**src/rtl/teletext_pixel_serializer.sv**
```systemverilog
// Teletext pixel serializer: buffers 6-pixel RGB groups in a small FIFO and emits one {r,g,b} pixel per beat.
// Optional status counters (ovf_count, max_level) are built only when TELETEXT_PIXEL_SERIALIZER_STATUS_EN is defined.
module teletext_pixel_serializer #(
    parameter int DEPTH_LOG2  = 3,
    parameter int LINE_PIXELS = 480
) (
    input  logic                  clk,
    input  logic                  reset,
    input  logic                  flush,
    input  logic                  in_valid,
    input  logic                  in_sol,
    input  logic                  in_sof,
    input  logic [5:0]            in_red,
    input  logic [5:0]            in_green,
    input  logic [5:0]            in_blue,
    output logic                  out_valid,
    input  logic                  out_ready,
    output logic [2:0]            out_pixel,
    output logic                  out_sol,
    output logic                  out_sof,
    output logic                  out_eol,
    output logic [9:0]            out_x,
    output logic                  overflow,
    output logic [DEPTH_LOG2:0]   level,
    output logic [7:0]            ovf_count,
    output logic [DEPTH_LOG2:0]   max_level
);

    localparam int DEPTH = 1 << DEPTH_LOG2;
    localparam logic [DEPTH_LOG2:0] FULL_LEVEL = {1'b1, {DEPTH_LOG2{1'b0}}};
    localparam logic [9:0] X_LAST = 10'(LINE_PIXELS - 1);
    localparam logic [0:0] ST_IDLE  = 1'b0;
    localparam logic [0:0] ST_SHIFT = 1'b1;

    // Group word layout: [19]=sof, [18]=sol, [17:12]=red, [11:6]=green, [5:0]=blue
    logic [19:0]           fifo_mem [DEPTH];
    logic [DEPTH_LOG2-1:0] wr_ptr_reg;
    logic [DEPTH_LOG2-1:0] rd_ptr_reg;
    logic [DEPTH_LOG2:0]   level_reg;
    logic [0:0]            state_reg;
    logic [2:0]            index_reg;
    logic [19:0]           group_reg;
    logic [9:0]            x_reg;
    logic                  overflow_reg;

    logic        full;
    logic        beat;
    logic        last_pixel;
    logic        push;
    logic        pop;
    logic        drop;
    logic [19:0] head;
    logic [2:0]  bit_sel;
    logic [2:0]  pixel_bits;

    assign head       = fifo_mem[rd_ptr_reg];
    assign full       = (level_reg == FULL_LEVEL);
    assign beat       = (state_reg == ST_SHIFT) && out_ready;
    assign last_pixel = (index_reg == 3'd5);
    // Fullness uses the registered level, so a same-cycle pop never rescues a push into a full FIFO.
    assign push       = !flush && in_valid && !full;
    assign drop       = !flush && in_valid && full;
    assign pop        = !flush && (level_reg != '0) &&
                        ((state_reg == ST_IDLE) || (beat && last_pixel));

    always_ff @(posedge clk) begin
        if (push) begin
            fifo_mem[wr_ptr_reg] <= {in_sof, in_sol, in_red, in_green, in_blue};
        end
    end

    always_ff @(posedge clk or posedge reset) begin
        if (reset) begin
            wr_ptr_reg   <= '0;
            rd_ptr_reg   <= '0;
            level_reg    <= '0;
            state_reg    <= ST_IDLE;
            index_reg    <= '0;
            group_reg    <= '0;
            x_reg        <= '0;
            overflow_reg <= 1'b0;
        end else if (flush) begin
            wr_ptr_reg   <= '0;
            rd_ptr_reg   <= '0;
            level_reg    <= '0;
            state_reg    <= ST_IDLE;
            index_reg    <= '0;
            group_reg    <= '0;
            x_reg        <= '0;
            overflow_reg <= 1'b0;
        end else begin
            if (push) begin
                wr_ptr_reg <= wr_ptr_reg + 1'b1;
            end
            if (pop) begin
                rd_ptr_reg <= rd_ptr_reg + 1'b1;
            end
            case ({push, pop})
                2'b10:   level_reg <= level_reg + 1'b1;
                2'b01:   level_reg <= level_reg - 1'b1;
                default: level_reg <= level_reg;
            endcase
            if (drop) begin
                overflow_reg <= 1'b1;
            end

            if (pop) begin
                group_reg <= head;
                index_reg <= '0;
                state_reg <= ST_SHIFT;
            end else if (beat) begin
                if (last_pixel) begin
                    index_reg <= '0;
                    state_reg <= ST_IDLE;
                end else begin
                    index_reg <= index_reg + 3'd1;
                end
            end

            // x_reg always holds the position of the pixel presented next; a sol group restarts it.
            if (pop && head[18]) begin
                x_reg <= '0;
            end else if (beat) begin
                x_reg <= (x_reg == X_LAST) ? x_reg : x_reg + 10'd1;
            end
        end
    end

    assign bit_sel = 3'd5 - index_reg;

    for (genvar gi = 0; gi < 3; gi++) begin : g_plane
        logic [5:0] plane;
        assign plane          = group_reg[6*gi +: 6];
        assign pixel_bits[gi] = plane[bit_sel];
    end

    assign out_valid = (state_reg == ST_SHIFT);
    assign out_pixel = out_valid ? pixel_bits : 3'b000;
    assign out_sol   = out_valid && (index_reg == 3'd0) && group_reg[18];
    assign out_sof   = out_valid && (index_reg == 3'd0) && group_reg[19];
    assign out_eol   = out_valid && (x_reg == X_LAST);
    assign out_x     = x_reg;
    assign overflow  = overflow_reg;
    assign level     = level_reg;

`ifdef TELETEXT_PIXEL_SERIALIZER_STATUS_EN
    logic [7:0]          ovf_count_reg;
    logic [DEPTH_LOG2:0] max_level_reg;

    always_ff @(posedge clk or posedge reset) begin
        if (reset) begin
            ovf_count_reg <= '0;
            max_level_reg <= '0;
        end else if (flush) begin
            ovf_count_reg <= '0;
            max_level_reg <= '0;
        end else begin
            if (drop && (ovf_count_reg != 8'hFF)) begin
                ovf_count_reg <= ovf_count_reg + 8'd1;
            end
            if (level_reg > max_level_reg) begin
                max_level_reg <= level_reg;
            end
        end
    end

    assign ovf_count = ovf_count_reg;
    assign max_level = max_level_reg;
`else
    assign ovf_count = '0;
    assign max_level = '0;
`endif

endmodule

```
**config.mk**
```make
export PLATFORM = sky130hd
export DESIGN_NAME = teletext_pixel_serializer
export DESIGN_NICKNAME = d
export VERILOG_FILES = /design/src/rtl/teletext_pixel_serializer.sv
export SDC_FILE = /design/constraint.sdc
export NUM_CORES = 1
export LEC_CHECK = 0
export ABC_AREA = 1
export CELL_PAD_IN_SITES_DETAIL_PLACEMENT = 1
export CELL_PAD_IN_SITES_GLOBAL_PLACEMENT = 1
export CORE_UTILIZATION = 51
export DETAILED_ROUTE_END_ITERATION = 8
export PLACE_DENSITY_LB_ADDON = 0.12
export RECOVER_POWER = 25
export SLEW_MARGIN = 20
export SYNTH_ARGS = -nofsm -noshare
export SYNTH_HDL_FRONTEND = slang
export SYNTH_SLANG_ARGS = --single-unit
```
**constraint.sdc**
```tcl
create_clock -name clk -period 4.1 [get_ports clk]
set_input_delay 0.82 -clock clk [delete_from_list [all_inputs] [get_ports clk]]
set_output_delay 0.82 -clock clk [all_outputs]
set_load 0.005 [all_outputs]
```
==> reports/qor.txt <==
Commonest non-fill, non-tap cells in the layout - 160 x edfxtp_1, 107 x nor2_1, 100 x o21ai_0, 73 x nand2_1, 44 x dfrtp_1
Adder-Cell Fraction of Synth Area - 1.17%
Worst R2R Path Depth - 10
Root buf cell - clkbuf_16
FF+latch area - 0.00593 sq mm
Yosys warns - 0
Die Wd - 132 microns
Layout area overhead - 16.1%
RSZ-0062 raised after global routing - no
WP buf/inv - 3
Worst Path Required - 3.28 ns
Final hold vios - 0
Final setup skew - 0.00993 ns
Slew Viols, Final - 0
Post-DP HPWL - 12.2 mm
Share of cells above drive strength 1 - 10.2%
Relative slew slack - 35.8%
Commonest non-fill, non-tap cell in the layout - edfxtp_1
Most frequent CP cell - inv_1
FILL cells - 1641
Power density cells - 609 mW/mm^2
Post-synth design cell area - 0.00856 sq mm
Placed insts - 957
Multiplexer share of the synthesized area - 0%
Routed wire length - 21.1 mm
Sequential share of the synthesized area - 69.3%
Multi-input combinational cell area - 0.00225 sq mm
Synth Area in Compound Gates - 12.3%
Post-synthesis simple-gate area fraction - 11.5%
Crit start category - flip-flop
Clk sinks - 205
Min cycle time layout - 3.44 ns
Io pins - 59
Drt initial violations - 398
Die height - 132 microns
Final Wtd Congestion - 0.778
Starting Density - 53.1%
Gate Count Post-Synth - 717
All-Layer GR Usage - 25.1%
Pre-antenna DRT Iters - 5
Distinct cells, synth - 34
Final ANT Viol Nets - 0
Residual DRC - 0
Worst stage delay on the critical path - 0.54 ns
CTS Hold Bufs - 0
Fin util - 61.7%
CP Depth - 7
Main combinational cell family by area after synthesis - compound AO/OA/AOI/OAI gates
Critical Path Sink Type - output pin
Postcts setup bufs - 0
Max Clk Rate - 290 MHz
HP Class - reg -> reg
Via count of the first global-routing pass - 6116
Setup WS pre-CTS - 0.985 ns
Hold Path Depth - 2
# H-tree levels - 1
Max reg flops - 160
Register bit total from synthesis - 205
Worst-path cell chain - inv_1, ha_1, inv_1, nor2_1, o211ai_1, a21oi_1, clkdlybuf4s50_1
Critical path's top delay family - buffers and inverters
Outcome - finished clean
Post-cts resize count - 0
Core Region - 0.0161 sq mm
Post-Synth XOR/XNOR Area - 0.614%
Sum of negative setup slack - 0 ns
Largest net degree at the start of global routing - 84
Maximum vdd drop - 0.396 mV
Clock Latency Late Sink - 0.52 ns
CTS clock-pin slew for the worst setup and hold paths - 0.06 ns
Fin Hold WS - 0.478 ns
Final WS setup - 0.657 ns
Fin crit share - 84.0%
Worst-margin pin slew - 0.961 ns
Crit path kind - reg -> out
Cell Rows - 46
Nets@finish - 799
Post-Syn Area per Cell - 11.9 sq um
Full die area - 0.0173 sq mm
Initial antenna violation count - 0
First-pass GRT wire length - 33.3 mm
CP max-delay cell - clkdlybuf4s50_1
Port Buffers - 46
Max Root-Sink Buffers - 3
Via count - 5760
Final setup viols - 0
Ant diodes - 0
CTS tree - built
Max cap viols - 0
Reg2Reg Setup Slack - 1.54 ns
WP data arrival - 2.62 ns
Gr ovfl total - 0
Via-to-Cell Ratio - 5.77
Leakage Power - 3.61 nW
CP max FO - 9
Fin cells - 999
DR WL/cell - 21.1 microns
Total CTS buffers - 23
## power breakdown
group	internal (mW)	switching, mW	total [mW]
registers	2.42	0.107	2.52
logic	0.452	1.04	1.49
clock network	1.23	0.815	2.04
## worst reg2reg max path: cells and delay by family (launching register included)
kind,cells,cell delay [ns]
compound gates,3,0.71
flops,1,0.37
simple gates,5,0.63
buf+inv,2,0.74
## synth_stat cells
| master | number | area (sq um) |
|---|---|---|
| edfxtp_1 | 160 | 4800 |
| nor2_1 | 115 | 432 |
| o21ai_0 | 100 | 500 |
| nand2_1 | 73 | 274 |
| dfrtp_1 | 45 | 1130 |
| inv_1 | 37 | 139 |
| o221ai_1 | 27 | 236 |
| nand3_1 | 19 | 95.1 |
| clkbuf_1 | 18 | 67.6 |
| buf_4 | 17 | 128 |
| o211ai_1 | 14 | 105 |
| a21oi_1 | 12 | 60.1 |
| o22ai_1 | 12 | 75.1 |
| o21ai_1 | 10 | 50.1 |
| buf_2 | 8 | 40.0 |
| ha_1 | 8 | 100 |
| inv_2 | 7 | 26.3 |
| nand2_2 | 6 | 37.5 |
| nand4_1 | 4 | 25.0 |
| xor2_1 | 4 | 35.0 |
| buf_6 | 3 | 33.8 |
| o21a_1 | 3 | 22.5 |
| nand2_4 | 2 | 22.5 |
| nor3b_2 | 2 | 25.0 |
| xnor2_1 | 2 | 17.5 |
| clkinv_1 | 1 | 3.75 |
| conb_1 | 1 | 3.75 |
| nand3_2 | 1 | 10.0 |
| nand3b_1 | 1 | 7.51 |
| nor2_2 | 1 | 6.26 |
| nor2_4 | 1 | 11.3 |
| nor2_8 | 1 | 20.0 |
| nor3_2 | 1 | 10.0 |
| nor3b_1 | 1 | 7.51 |
## layer usage
layer / up-vias / share of wire, % / GRT usage, %
li1: 2634 / - / -
met1: 2914 / 40 / 30.3
met2: 177 / 53 / 46.0
met3: 35 / 4.8 / 3.47
met4: 0 / 2.0 / 7.69
met5: - / 0 / 0
## kinds of logic after synthesis
| logic type | Yosys count |
|---|---|
| xor gates and xnor gates | 6 |
| adders and majority gates | 8 |
| other | 1 |
| DFF | 205 |
| buffers and inverters | 91 |
| and+or+nand+nor | 228 |
| AOI/OAI and AO/OA | 178 |
## metrics by stage
step           power [mW]  area [sq um]
2_1_floorplan        3.55          8600
3_3_place_gp         3.94          9180
3_5_place_dp         4.04          9180
4_1_cts              6.11          9940
5_1_grt              6.35          9940
6_report             6.05          9940
## final timing paths
kind,startpoint,to
max reg2reg,rd_ptr_reg[0],out_x[8]
max in group asynchronous,reset,rd_ptr_reg[0]
max,index_reg[1],out_pixel[1]
min reg2reg,group_reg[13],group_reg[13]
min,group_reg[13],group_reg[13]
min in group asynchronous,reset,overflow
## area by class of cell
| cell class | count | share of cell area [%] |
|---|---|---|
| clock buffers | 26 | 5.90 |
| clock inverters | 16 | 1.74 |
| inverters | 45 | 1.70 |
| multi-input cells | 432 | 22.6 |
| flip-flops and latches | 205 | 59.7 |
| well taps | 216 | 2.72 |
| repair buffers | 59 | 5.61 |
No activity file was read; power rests on OpenSTA's default activity.
